$ cat src/rtl/axi_lite_cmd_master.sv
// AXI4-Lite command master: turns one-at-a-time register write/read commands
// into AXI4-Lite transactions and returns one response per command, with a hang timeout.
module axi_lite_cmd_master #(
  parameter int DATA_WIDTH     = 32,
  parameter int ADDR_WIDTH     = 5,
  parameter int TIMEOUT_CYCLES = 64
) (
  input  logic                    axi_clk,
  input  logic                    axi_reset,
  input  logic                    cmd_valid,
  output logic                    cmd_ready,
  input  logic                    cmd_write,
  input  logic [ADDR_WIDTH-1:0]   cmd_addr,
  input  logic [DATA_WIDTH-1:0]   cmd_wdata,
  input  logic [DATA_WIDTH/8-1:0] cmd_wstrb,
  output logic                    rsp_valid,
  input  logic                    rsp_ready,
  output logic [DATA_WIDTH-1:0]   rsp_rdata,
  output logic [1:0]              rsp_resp,
  output logic                    rsp_timeout,
  output logic [ADDR_WIDTH-1:0]   axi_awaddr,
  output logic [2:0]              axi_awprot,
  output logic                    axi_awvalid,
  input  logic                    axi_awready,
  output logic [DATA_WIDTH-1:0]   axi_wdata,
  output logic [DATA_WIDTH/8-1:0] axi_wstrb,
  output logic                    axi_wvalid,
  input  logic                    axi_wready,
  input  logic [1:0]              axi_bresp,
  input  logic                    axi_bvalid,
  output logic                    axi_bready,
  output logic [ADDR_WIDTH-1:0]   axi_araddr,
  output logic [2:0]              axi_arprot,
  output logic                    axi_arvalid,
  input  logic                    axi_arready,
  input  logic [DATA_WIDTH-1:0]   axi_rdata,
  input  logic [1:0]              axi_rresp,
  input  logic                    axi_rvalid,
  output logic                    axi_rready,
  output logic [2:0]              dbg_state
);

  // Handshake semantics: a transfer happens on a rising edge where valid and
  // ready are both 1; every valid/ready driven here is a flop, never a
  // combinational function of the partner's ready.

  localparam int STRB_WIDTH = DATA_WIDTH / 8;
  localparam int CNT_RAW    = $clog2(TIMEOUT_CYCLES + 1);
  localparam int CNT_WIDTH  = (CNT_RAW < 8) ? 8 : ((CNT_RAW > 32) ? 32 : CNT_RAW);
  localparam bit TMO_EN     = (TIMEOUT_CYCLES > 0);
  localparam logic [CNT_WIDTH-1:0] TMO_LAST =
    CNT_WIDTH'((TIMEOUT_CYCLES > 0) ? TIMEOUT_CYCLES - 1 : 0);

  typedef enum logic [2:0] {
    IDLE         = 3'd0,
    WR_ADDR_DATA = 3'd1,
    WR_RESP      = 3'd2,
    RD_ADDR      = 3'd3,
    RD_DATA      = 3'd4,
    RSP          = 3'd5
  } state_t;

  state_t                  state, state_nxt;
  logic                    cmd_ready_nxt, rsp_valid_nxt, rsp_timeout_nxt;
  logic [DATA_WIDTH-1:0]   rsp_rdata_nxt, wdata_nxt;
  logic [1:0]              rsp_resp_nxt;
  logic [ADDR_WIDTH-1:0]   awaddr_nxt, araddr_nxt;
  logic [STRB_WIDTH-1:0]   wstrb_nxt;
  logic                    awvalid_nxt, wvalid_nxt, bready_nxt, arvalid_nxt, rready_nxt;
  logic [CNT_WIDTH-1:0]    tmo_cnt, cnt_nxt;
  logic                    tmo_hit, abort, aw_done, w_done;

  assign axi_awprot = 3'b000;
  assign axi_arprot = 3'b000;
  assign dbg_state  = state;

  // The edge that would bring the counter to TIMEOUT_CYCLES is the abort edge.
  assign tmo_hit = TMO_EN && (tmo_cnt == TMO_LAST);

  always_comb begin
    state_nxt       = state;
    cmd_ready_nxt   = cmd_ready;
    rsp_valid_nxt   = rsp_valid;
    rsp_rdata_nxt   = rsp_rdata;
    rsp_resp_nxt    = rsp_resp;
    rsp_timeout_nxt = rsp_timeout;
    awaddr_nxt      = axi_awaddr;
    wdata_nxt       = axi_wdata;
    wstrb_nxt       = axi_wstrb;
    araddr_nxt      = axi_araddr;
    awvalid_nxt     = axi_awvalid;
    wvalid_nxt      = axi_wvalid;
    bready_nxt      = axi_bready;
    arvalid_nxt     = axi_arvalid;
    rready_nxt      = axi_rready;
    cnt_nxt         = tmo_cnt;
    abort           = 1'b0;
    aw_done         = !axi_awvalid || axi_awready;
    w_done          = !axi_wvalid || axi_wready;

    case (state)
      IDLE: begin
        cmd_ready_nxt = 1'b1;
        if (cmd_valid && cmd_ready) begin
          cmd_ready_nxt   = 1'b0;
          cnt_nxt         = '0;
          rsp_timeout_nxt = 1'b0;
          if (cmd_write) begin
            awaddr_nxt  = cmd_addr;
            wdata_nxt   = cmd_wdata;
            wstrb_nxt   = cmd_wstrb;
            awvalid_nxt = 1'b1;
            wvalid_nxt  = 1'b1;
            state_nxt   = WR_ADDR_DATA;
          end else begin
            araddr_nxt  = cmd_addr;
            arvalid_nxt = 1'b1;
            state_nxt   = RD_ADDR;
          end
        end
      end
      WR_ADDR_DATA: begin
        cnt_nxt = tmo_cnt + 1'b1;
        if (axi_awvalid && axi_awready) awvalid_nxt = 1'b0;
        if (axi_wvalid && axi_wready)   wvalid_nxt  = 1'b0;
        if (tmo_hit) begin
          abort = 1'b1;
        end else if (aw_done && w_done) begin
          bready_nxt = 1'b1;
          state_nxt  = WR_RESP;
        end
      end
      WR_RESP: begin
        cnt_nxt = tmo_cnt + 1'b1;
        if (axi_bvalid && axi_bready) begin
          rsp_resp_nxt  = axi_bresp;
          rsp_rdata_nxt = '0;
          bready_nxt    = 1'b0;
          rsp_valid_nxt = 1'b1;
          state_nxt     = RSP;
        end else if (tmo_hit) begin
          abort = 1'b1;
        end
      end
      RD_ADDR: begin
        cnt_nxt = tmo_cnt + 1'b1;
        if (tmo_hit) begin
          abort = 1'b1;
        end else if (axi_arvalid && axi_arready) begin
          arvalid_nxt = 1'b0;
          rready_nxt  = 1'b1;
          state_nxt   = RD_DATA;
        end
      end
      RD_DATA: begin
        cnt_nxt = tmo_cnt + 1'b1;
        if (axi_rvalid && axi_rready) begin
          rsp_rdata_nxt = axi_rdata;
          rsp_resp_nxt  = axi_rresp;
          rready_nxt    = 1'b0;
          rsp_valid_nxt = 1'b1;
          state_nxt     = RSP;
        end else if (tmo_hit) begin
          abort = 1'b1;
        end
      end
      RSP: begin
        if (rsp_valid && rsp_ready) begin
          rsp_valid_nxt = 1'b0;
          cmd_ready_nxt = 1'b1;
          state_nxt     = IDLE;
        end
      end
      default: state_nxt = IDLE;
    endcase

    // Abort abandons the slave: every AXI valid/ready is withdrawn at once.
    if (abort) begin
      awvalid_nxt     = 1'b0;
      wvalid_nxt      = 1'b0;
      bready_nxt      = 1'b0;
      arvalid_nxt     = 1'b0;
      rready_nxt      = 1'b0;
      rsp_timeout_nxt = 1'b1;
      rsp_resp_nxt    = 2'b10;
      rsp_rdata_nxt   = '0;
      rsp_valid_nxt   = 1'b1;
      state_nxt       = RSP;
    end
  end

  always_ff @(posedge axi_clk) begin
    if (axi_reset) begin
      state       <= IDLE;
      cmd_ready   <= 1'b0;
      rsp_valid   <= 1'b0;
      rsp_rdata   <= '0;
      rsp_resp    <= 2'b00;
      rsp_timeout <= 1'b0;
      axi_awaddr  <= '0;
      axi_wdata   <= '0;
      axi_wstrb   <= '0;
      axi_araddr  <= '0;
      axi_awvalid <= 1'b0;
      axi_wvalid  <= 1'b0;
      axi_bready  <= 1'b0;
      axi_arvalid <= 1'b0;
      axi_rready  <= 1'b0;
      tmo_cnt     <= '0;
    end else begin
      state       <= state_nxt;
      cmd_ready   <= cmd_ready_nxt;
      rsp_valid   <= rsp_valid_nxt;
      rsp_rdata   <= rsp_rdata_nxt;
      rsp_resp    <= rsp_resp_nxt;
      rsp_timeout <= rsp_timeout_nxt;
      axi_awaddr  <= awaddr_nxt;
      axi_wdata   <= wdata_nxt;
      axi_wstrb   <= wstrb_nxt;
      axi_araddr  <= araddr_nxt;
      axi_awvalid <= awvalid_nxt;
      axi_wvalid  <= wvalid_nxt;
      axi_bready  <= bready_nxt;
      axi_arvalid <= arvalid_nxt;
      axi_rready  <= rready_nxt;
      tmo_cnt     <= cnt_nxt;
    end
  end

endmodule
$ cat config.mk
export PLATFORM = sky130hd
export DESIGN_NAME = axi_lite_cmd_master
export DESIGN_NICKNAME = d
export VERILOG_FILES = /design/src/rtl/axi_lite_cmd_master.sv
export SDC_FILE = /design/constraint.sdc
export NUM_CORES = 1
export LEC_CHECK = 0
export BUFFER_PORTS_ARGS = -buffer_cell sky130_fd_sc_hd__buf_2
export CAP_MARGIN = 20
export CORE_AREA = 2 2 92 94
export DETAILED_ROUTE_END_ITERATION = 7
export DIE_AREA = 0 0 94 96
export PLACE_DENSITY_LB_ADDON = 0.05
export SLEW_MARGIN = 40
export SYNTH_ARGS = -nofsm -noshare
export SYNTH_HDL_FRONTEND = slang
export SYNTH_SLANG_ARGS = --single-unit
$ cat constraint.sdc
create_clock -name axi_clk -period 4.75 [get_ports axi_clk]
set_input_delay 0.95 -clock axi_clk [delete_from_list [all_inputs] [get_ports axi_clk]]
set_output_delay 0.95 -clock axi_clk [all_outputs]
set_load 0.01 [all_outputs]
==> out/summary.md <==
The tools report the count of clock tree sinks as 99. The number of antenna violations at the first check in global routing is 0, and the via count is 3675. The growth of design area from synthesis to finish is 27.2%. Global-route track usage on met3: 0.0713. After synthesis, the most frequently instantiated cells are nand2_1 (100), dfxtp_1 (99), a21oi_1 (55), a22oi_1 (33), nor2_1 (31). Entering global routing, the biggest net connects 56 pins.

Setup violations remaining at the end of the flow were counted as 0. From left edge to right edge, the die measures 94 um. STA classifies the critical path startpoint as a flip-flop.

For the worst-skew pair, the clock arrives at the later sink with an insertion delay of 0.35 ns. The site row count came out at 33. Summed over all nets, the half-perimeter wirelength after detailed placement is 6.80 mm.

The I/O pin count is 184. TritonCTS created 9 clock buffers. The die covers 0.00902 mm^2. After synthesis, the cell types taking the most area are dfxtp_1 (50%), nand2_1 (9.5%), a21oi_1 (7.0%). Final clock skew: 0.0167 ns. The worst setup path is captured at a flip-flop. For this run, the slowest stage of the critical path takes 0.83 ns. The number of antenna diodes in the final layout is 0.

In this run the post-CTS setup repair buffer count came out at 0. Clock-pin slew was measured on the worst setup and hold paths at 0.10 ns. The max-slew headroom at the worst pin is 0.487. In this run the worst path has a maximum fanout of 41.

The root cell of the clock tree was clkbuf_8. The critical path goes through inv_1, nand4_1, or2_2, nand2_1, a21oi_1. Global routing met1 resource utilization: 0.255. The post-layout minimum cycle time works out to 2.54 ns.

The worst setup path is of the flip-flop to flip-flop kind. The biggest area contributor in the post-synthesis netlist is dfxtp_1. The average via count per standard cell came out at 5.09. The first-pass iteration count of the detailed router came out at 5. For the number of failing hold endpoints at the final stage, the log shows 0.

The setup TNS after final layout is 0 ns, and the post-route clock period utilization is 0.535. For the level count of the clock H-tree, the log shows 3. The worst-case IR drop observed on VDD is 216 uV. The run gives 176 as the number of design-rule violations left by the first detailed-router iteration. In this run the static leakage power is 2.25 nW. Counting flops with a built-in enable in the synthesized netlist gives 0.

The synthesized design contains 99 register bits. The number of unique standard cell types used by synthesis came out at 50. STA puts the critical path data arrival time at 2.83 ns. Area of the mapped netlist: 0.00394 mm^2. For this run, design rule violations remaining after detail routing come to 0.

Dividing total power by cell area gives a power density of 374 mW/mm^2. The transition time at the pin with the least slew margin was 0.769 ns; the number of max-cap violations was 0. The die outline height was 96 um; the first-pass GRT wire length was 14.6 mm. Total power for the finished layout comes to 1.88 mW.

For flop-to-flop paths, the worst setup slack is 2.21 ns. The highest-delay cell along the critical path was dfxtp_1. The placeable core region was 0.00805 mm^2. Buffers placed on the I/O ports in this run total 177. Synthesized area divided by synthesized cell count: 8.72 um^2. Setup repair after global routing left no endpoint under its margin. No sink is reached through more buffers than the 2 on the longest clock path. The proportion of layout cells with a drive suffix above 1 was 0.381. The final global-route overflow total is 0, and the number of nets at the end of the flow is 700.

The tools report the number of global-route vias before repair as 3143. The required time of the critical path is 5.03 ns. The fraction of the yosys area taken by sequential cells is 0.503.

The most frequently used flop master after synthesis is dfxtp_1. For this design, the CTS-stage hold fixing added 0 buffers. The logs give 0.490 for the initial standard-cell utilization of the core and 0 for the number of gates given a new drive strength after cts. After filler insertion, the fill cell instance count of the layout stands at 736. The tools report the met2 demand-to-capacity share in global routing as 0.313.

The logs give 452 for the post-synthesis cell count and 0 for the number of pins exceeding their max-slew limit in the final report. The congestion estimate from routability-driven global placement came to 0.808. For the maximum operating frequency, the log shows 0.393 GHz. The tools report the sum of routed wire length over all layers as 9.36 mm.

The count of nets left with antenna violations once routing finished came out at 0. The global router's overall resource usage was 0.201; the average wire length per cell after detail routing was 13.0 um. The fraction of post-synthesis cell area in the top cell type by area was 0.503.

The tightest min-delay check is of the flip-flop to flip-flop type. The flow ran to the end, and the final reports show no timing, DRC or antenna violations. TritonCTS built the clock tree.

The most common cell in the synthesized netlist is nand2_1. Yosys printed 0 warnings. The async set-reset flop share out of synthesis works out to 0. Busiest layer in global routing: met2.
## final cells by class
type,count,area [um^2],area share
clock inverters,5,43.8,0.00873
repair buffers,181,943,0.188
clock buffers,11,141,0.0282
multi-input cells,317,1760,0.350
well taps,105,131,0.0262
inverters,4,15.0,0.00299
flip-flops and latches,99,1980,0.395
## where the power goes
part | switching (mW) | leakage (nW) | total (mW) | internal (mW)
clock network | 0.290 | 0.0885 | 0.503 | 0.213
registers | 0.0743 | 0.800 | 0.959 | 0.885
logic | 0.241 | 1.36 | 0.415 | 0.174
## placed cells by master (no fill, tap or decap), types with 5 or more instances in the layout
master / instances
buf_2: 177
nand2_1: 100
dfxtp_1: 99
a21oi_1: 55
a22oi_1: 33
nor2_1: 31
nor2_2: 22
clkbuf_8: 10
nand3_1: 6
o21ai_0: 6
conb_1: 6
xor2_1: 5
## per-layer routing
metal | routed length (um) | share of wire | vias to the layer above
met2 | 4220 | 0.45 | 161
met1 | 3960 | 0.42 | 1638
li1 | - | - | 1857
met4 | 227 | 0.024 | 0
met3 | 949 | 0.10 | 19
met5 | 0 | 0 | -
## sequential cells by signal (all words and copies together), names as in the netlist, 2 cells and up
register,cells
tmo_cnt,8
axi_araddr,5
axi_awaddr,5
rsp_resp,2
dbg_state,3
axi_wdata,32
rsp_rdata,32
axi_wstrb,4
## worst max-delay path, delay by kind of cell, from the launching register on
kind / cells / cell delay, ns
simple gates: 3 / 1.24
flops: 1 / 0.83
buf+inv: 1 / 0.21
compound gates: 1 / 0.18
## path summary, 6_finish.rpt
| kind | from | endpoint | cells after the start |
|---|---|---|---|
| worst max-delay path | dbg_state[0]$_SDFFE_PP0P_ | axi_wstrb[2]$_SDFFE_PP0P_ | 5 |
| worst min-delay path | axi_awaddr[3]$_SDFFE_PP0P_ | axi_awaddr[3]$_SDFFE_PP0P_ | 2 |
| worst max register to register | dbg_state[0]$_SDFFE_PP0P_ | axi_wstrb[2]$_SDFFE_PP0P_ | 5 |
| worst min register to register | axi_awaddr[3]$_SDFFE_PP0P_ | axi_awaddr[3]$_SDFFE_PP0P_ | 2 |
## kinds of logic after synthesis
group	share of synthesized area
AO/OA/AOI/OAI	0.191
adder cells (fa/ha/maj)	0.00317
AND/OR/NAND/NOR	0.217
buffers and inverters	0.0578
multiplexers	0.0137
flip-flops	0.503
XOR/XNOR	0.0133
other	0.000951
## stage by stage
stage / util / cells / setup WS [ns] / cell area (um^2) / hold slack, ns
2_1_floorplan: - / 457 / 2.74 / 3960 / 0.472
3_3_place_gp: 0.594 / 704 / 2.01 / 4780 / 0.439
3_5_place_dp: 0.600 / 706 / 2.12 / 4830 / 0.444
4_1_cts: 0.623 / 722 / 2.17 / 5010 / 0.459
5_1_grt: 0.623 / 722 / 1.98 / 5010 / 0.471
6_report: 0.623 / 722 / 2.21 / 5010 / 0.455
(Power assumes the default switching activity.)
